### config.mk
export PLATFORM = sky130hd
export DESIGN_NAME = fifo_ptr_ctrl
export DESIGN_NICKNAME = d
export VERILOG_FILES = /design/src/rtl/fifo_pkg.sv /design/src/rtl/fifo_ptr.sv /design/src/rtl/fifo_ptr_ctrl.sv
export SDC_FILE = /design/constraint.sdc
export NUM_CORES = 1
export LEC_CHECK = 0
export BUFFER_PORTS_ARGS = -buffer_cell sky130_fd_sc_hd__buf_2
export CORE_ASPECT_RATIO = 1.25
export CORE_UTILIZATION = 45
export DETAILED_ROUTE_END_ITERATION = 8
export GPL_TIMING_DRIVEN = 0
export PLACE_DENSITY = 0.77
export SYNTH_ARGS = -nofsm -noshare
export SYNTH_HDL_FRONTEND = slang
export SYNTH_SLANG_ARGS = --single-unit
### constraint.sdc
create_clock -name clk -period 4.95 [get_ports clk]
set_input_delay 1.2375 -clock clk [delete_from_list [all_inputs] [get_ports clk]]
set_output_delay 1.2375 -clock clk [all_outputs]
set_load 0.03 [all_outputs]
### src/rtl/fifo_pkg.sv
// Shared FIFO/LIFO constants: default geometry, pointer width helper, flag-vector bit positions.
package fifo_pkg;

    localparam int FIFO_ADDR_W_DEFAULT = 4;

    localparam int FLAG_FULL   = 0;
    localparam int FLAG_EMPTY  = 1;
    localparam int FLAG_AFULL  = 2;
    localparam int FLAG_AEMPTY = 3;
    localparam int FLAG_OVF    = 4;
    localparam int FLAG_UNF    = 5;
    localparam int FLAG_NUM    = 6;

    // Pointers carry one extra wrap bit above the memory address.
    function automatic int ptr_w(input int addr_w);
        return addr_w + 1;
    endfunction

endpackage

### src/rtl/fifo_ptr.sv
// Wrap-bit pointer: ADDR_W address bits plus MSB wrap flag, advances by one when enabled.
// Latency: new value visible the cycle after en; no backpressure of its own.
module fifo_ptr
    import fifo_pkg::*;
#(
    parameter int ADDR_W = FIFO_ADDR_W_DEFAULT
) (
    input  logic              clk,
    input  logic              rst_edge,
    input  logic              en,
    output logic [ADDR_W:0]   ptr_ext
);

    localparam logic [ADDR_W:0] PTR_ONE = {{ADDR_W{1'b0}}, 1'b1};

    always_ff @(posedge clk) begin
        if (rst_edge) begin
            ptr_ext <= '0;
        end else if (en) begin
            ptr_ext <= ptr_ext + PTR_ONE;
        end
    end

endmodule

### src/rtl/fifo_ptr_ctrl.sv
// FIFO pointer controller: gated memory enables/addresses, occupancy count, full/empty/almost flags.
// Latency: enables combinational with strobes; pointers, count and flags update on the next edge.
// Backpressure: pushes dropped while full, pops dropped while empty; sticky errors with FIFO_ERR_FLAGS_EN.
module fifo_ptr_ctrl
    import fifo_pkg::*;
#(
    parameter int ADDR_W    = FIFO_ADDR_W_DEFAULT,
    parameter int AFULL_TH  = (2 ** ADDR_W) - 2,
    parameter int AEMPTY_TH = 2
) (
    input  logic              clk,
    input  logic              rst_edge,
    input  logic              wr_edge,
    input  logic              rd_edge,
    input  logic              err_clr,
    output logic              fifo_we,
    output logic              fifo_re,
    output logic [ADDR_W-1:0] wptr,
    output logic [ADDR_W-1:0] rptr,
    output logic [ADDR_W:0]   fifo_count,
    output logic              fifo_full,
    output logic              fifo_empty,
    output logic              fifo_afull,
    output logic              fifo_aempty,
    output logic              fifo_overflow,
    output logic              fifo_underflow
);

    localparam int              PW        = ptr_w(ADDR_W);
    localparam logic [ADDR_W:0] DEPTH_V   = {1'b1, {ADDR_W{1'b0}}};
    localparam logic [ADDR_W:0] CNT_ONE   = {{ADDR_W{1'b0}}, 1'b1};
    localparam logic [ADDR_W:0] AFULL_V   = AFULL_TH[ADDR_W:0];
    localparam logic [ADDR_W:0] AEMPTY_V  = AEMPTY_TH[ADDR_W:0];

    logic [PW-1:0]       wext;
    logic [PW-1:0]       rext;
    logic [FLAG_NUM-1:0] flags;

    assign fifo_we = wr_edge & ~fifo_full;
    assign fifo_re = rd_edge & ~fifo_empty;

    fifo_ptr #(.ADDR_W(ADDR_W)) u_wr_ptr (
        .clk      (clk),
        .rst_edge (rst_edge),
        .en       (fifo_we),
        .ptr_ext  (wext)
    );

    fifo_ptr #(.ADDR_W(ADDR_W)) u_rd_ptr (
        .clk      (clk),
        .rst_edge (rst_edge),
        .en       (fifo_re),
        .ptr_ext  (rext)
    );

    assign wptr = wext[ADDR_W-1:0];
    assign rptr = rext[ADDR_W-1:0];

    always_ff @(posedge clk) begin
        if (rst_edge) begin
            fifo_count <= '0;
        end else begin
            case ({fifo_we, fifo_re})
                2'b10:   fifo_count <= fifo_count + CNT_ONE;
                2'b01:   fifo_count <= fifo_count - CNT_ONE;
                default: fifo_count <= fifo_count;
            endcase
        end
    end

    // Full/empty come from the pointers; the count only feeds the almost thresholds.
    assign flags[FLAG_FULL]   = (wext[ADDR_W] != rext[ADDR_W]) &&
                                (wext[ADDR_W-1:0] == rext[ADDR_W-1:0]);
    assign flags[FLAG_EMPTY]  = (wext == rext);
    assign flags[FLAG_AFULL]  = (fifo_count >= AFULL_V);
    assign flags[FLAG_AEMPTY] = (fifo_count <= AEMPTY_V);

`ifdef FIFO_ERR_FLAGS_EN
    logic ovf_q;
    logic unf_q;

    // A fresh error in the same cycle as err_clr keeps the flag set.
    always_ff @(posedge clk) begin
        if (rst_edge) begin
            ovf_q <= 1'b0;
            unf_q <= 1'b0;
        end else begin
            if (wr_edge && fifo_full)       ovf_q <= 1'b1;
            else if (err_clr)               ovf_q <= 1'b0;
            if (rd_edge && fifo_empty)      unf_q <= 1'b1;
            else if (err_clr)               unf_q <= 1'b0;
        end
    end

    assign flags[FLAG_OVF] = ovf_q;
    assign flags[FLAG_UNF] = unf_q;
`else
    logic unused_err_clr;
    assign unused_err_clr  = err_clr;
    assign flags[FLAG_OVF] = 1'b0;
    assign flags[FLAG_UNF] = 1'b0;
`endif

    assign fifo_full      = flags[FLAG_FULL];
    assign fifo_empty     = flags[FLAG_EMPTY];
    assign fifo_afull     = flags[FLAG_AFULL];
    assign fifo_aempty    = flags[FLAG_AEMPTY];
    assign fifo_overflow  = flags[FLAG_OVF];
    assign fifo_underflow = flags[FLAG_UNF];

    a_flags_match_count: assert property (@(posedge clk) disable iff (rst_edge)
        (fifo_full == (fifo_count == DEPTH_V)) && (fifo_empty == (fifo_count == '0)));

endmodule

==> flow_metrics.py <==
metrics = {
    "run_status": {
        "status": "complete, but fails checks",
        "violations": "design-rule violations",
    },
    "setup_path": {
        "cp_num_buf_inv": 3,
        "crit_fanout": 4,
        "timing.rr.end": "fifo_count[4]",
        "critPathKind": "primary input to flip-flop",
        "slowest_stage": "fa_1",
        "slowest_delay_ps": 390,
        "critPathArrivalTime_ps": 3180,
        "start_kind": "primary input",
        "crit_required_ps": 5120,
        "crit_chain": "buf_2 -> o21ai_2 -> inv_1 -> ha_1 -> inv_1 -> fa_1 -> nor2b_2 -> o21ai_2 -> nand3_1 -> or3b_1 -> mux2_2",
        "r2r_slack_ps": 2020,
        "ff2ff_path_depth": 11,
        "crit_path_end_kind": "flip-flop",
        "crit_start": "rd_edge",
        "r2r_start": "u_wr_ptr.ptr_ext[2]",
        "cp_top_family": "adder cells",
    },
    "clock_network": {
        "clk-insertion-delay-late_ps": 280,
        "clockBufferDepth": 2,
        "cts_setup_buffers": 0,
        "cts_resized": 0,
        "htree_levels": 1,
        "cts_tree": "yes",
        "numClockSinks": 15,
        "root_buffer": "clkbuf_4",
        "clk_pin_slew_worst_paths_ps": 90,
        "cts_hold_buffers": 0,
        "cts_buffers": 3,
    },
    "logic_synthesis": {
        "synth-main-ff-cell": "dfxtp_1",
        "synth.distinct_cells": 30,
        "yosysWarnings": 0,
        "syn_area_sq_um": 978,
        "avgSynthCellArea_sq_um": 9.23,
        "synthCells": 106,
        "async_reset_ff_frac": 0,
        "ys_seq_area_frac": 0.307,
        "synth-edff-count": 0,
        "ys_ff_latch": 15,
    },
    "timing": {
        "worst_slack_ps": 1950,
        "finalMaxSlewViolations": 0,
        "fin_worst_skew_ps": 2.37,
        "timing.hold.ws_ps": 591,
        "fmax_mhz": 333,
        "hold_violations": 0,
        "setup_viol": 0,
        "finalCritPeriodShare": 0.607,
        "rsz0062_at_grt": "no",
        "period_minus_slack_ps": 3000,
        "tns_ps": 0,
    },
    "min_path": {
        "min-delay-start": "u_wr_ptr.ptr_ext[1]",
        "whs_endpoint": "u_wr_ptr.ptr_ext[1]",
        "whs_path_depth": 2,
        "hold_class": "flip-flop to flip-flop",
    },
    "routing": {
        "post_drt_wl_per_cell_um": 10.9,
        "postRouteAntennaNets": 0,
        "vias_per_cell": 5.02,
        "drc_errors": 2,
        "drtIter0Drc": 4,
        "drt-total-wl_um": 1670,
        "dr_total_vias": 768,
        "firstDrtPassIters": 6,
    },
    "floorplanning": {
        "die_h_um": 54.1,
        "row_count": 18,
        "core_area_sq_um": 2000,
        "dieArea_sq_um": 2370,
        "die_x_um": 43.7,
        "io_pins": 26,
        "start_util": 0.488,
    },
    "global_route": {
        "grt_overflow": 0,
        "grt.total_usage": 0.166,
        "grt_pass1_vias": 725,
        "grt_pass1_wl_um": 2950,
        "grt_max_degree": 11,
        "antenna_found_initial": 0,
    },
    "place": {
        "gp_congestion": 0.798,
        "place_inst": 149,
        "dp_hpwl_um": 1300,
        "pre_cts_slack_ps": 1640,
        "placed_area_sq_um": 1120,
        "port_buffers": 22,
    },
    "final_layout": {
        "final_area_sq_um": 1140,
        "layout.cells.non_filler": 153,
        "syn_to_final_growth_pct": 16.9,
        "final_cell_mix": "buf_2, nor2_1, dfxtp_1",
        "mostFrequentLayoutCell": "buf_2",
        "layout-drive-gt1-share": 0.331,
        "antenna_cells": 0,
        "nNetsFinal": 146,
    },
    "pwr": {
        "p_leak_uw": 0.000564,
        "power.density_nw_per_um2": 379,
        "vdd_drop_max_mv": 0.268,
    },
    "job": {
        "cap_viol_max_count": 0,
    },
}
==> per-layer routing <==
metal / up-vias / global-route usage / wire (um)
met5: - / 0 / 0
met2: 22 / 0.296 / 824
met4: 0 / 0.0521 / 0
met1: 346 / 0.197 / 749
li1: 400 / - / -
met3: 0 / 0.0369 / 93
==> per-stage QoR <==
step                total power [uW]   util
floorplan                        318      -
global placement                 361  0.557
detailed placement               368  0.557
CTS                              438  0.571
global route                     470  0.571
finish                           434  0.571
==> flip-flops by register name, indices dropped and copies added (netlist names) <==
register	count
fifo_count	5
u_rd_ptr.ptr_ext	5
u_wr_ptr.ptr_ext	5
==> cells in the mapped netlist (2+ instances only) <==
| cell type | number | area, sq um |
|---|---|---|
| a21oi_1 | 5 | 25.0 |
| and4_1 | 2 | 17.5 |
| buf_4 | 10 | 75.1 |
| clkbuf_1 | 2 | 7.51 |
| dfxtp_1 | 15 | 300 |
| ha_1 | 6 | 75.1 |
| inv_1 | 6 | 22.5 |
| mux2i_1 | 3 | 30.0 |
| nand3_1 | 2 | 10.0 |
| nor2_1 | 17 | 63.8 |
| nor2b_1 | 2 | 12.5 |
| o211ai_1 | 3 | 22.5 |
| o21ai_0 | 3 | 15.0 |
| o21ai_2 | 2 | 17.5 |
| xnor2_1 | 5 | 43.8 |
| xor2_1 | 9 | 78.8 |
==> worst max-delay path by stage <==
stage | cells after the start | endpoint
detailed placement | 11 | fifo_count[4]
finish | 11 | fifo_count[4]
floorplan | 1 | fifo_aempty
global placement | 11 | fifo_count[4]
global route | 11 | fifo_count[4]
CTS | 11 | fifo_count[4]
==> where the power goes <==
group | switching (uW) | internal (uW) | total, uW | leakage, uW
Clock | 38.3 | 31.2 | 69.5 | 0.0000150
Combinational | 129 | 73.8 | 203 | 0.000426
Sequential | 24.6 | 136 | 161 | 0.000122
==> worst min-delay path, cell delays in order, from the launching register on <==
cell and delay [ps]:
dfxtp_1 360, mux2i_1 140, nor2_1 50
==> cell families after synthesis <==
group / after synthesis / synth area share
flops: 15 / 0.307
simple gates: 29 / 0.165
mux: 4 / 0.0422
compound gates: 17 / 0.124
other cells: 1 / 0.00383
buf+inv: 18 / 0.107
xor+xnor: 15 / 0.153
fa+ha+maj: 7 / 0.0972
==> layout make-up <==
class / instances / area, sq um
fill: 190 / 861
multi-input combinational: 74 / 577
sequential: 15 / 300
timing repair buffer: 22 / 110
buffer: 12 / 82.6
clock buffer: 4 / 26.3
tap: 20 / 25.0
inverter: 6 / 22.5
(Power assumes the default switching activity.)
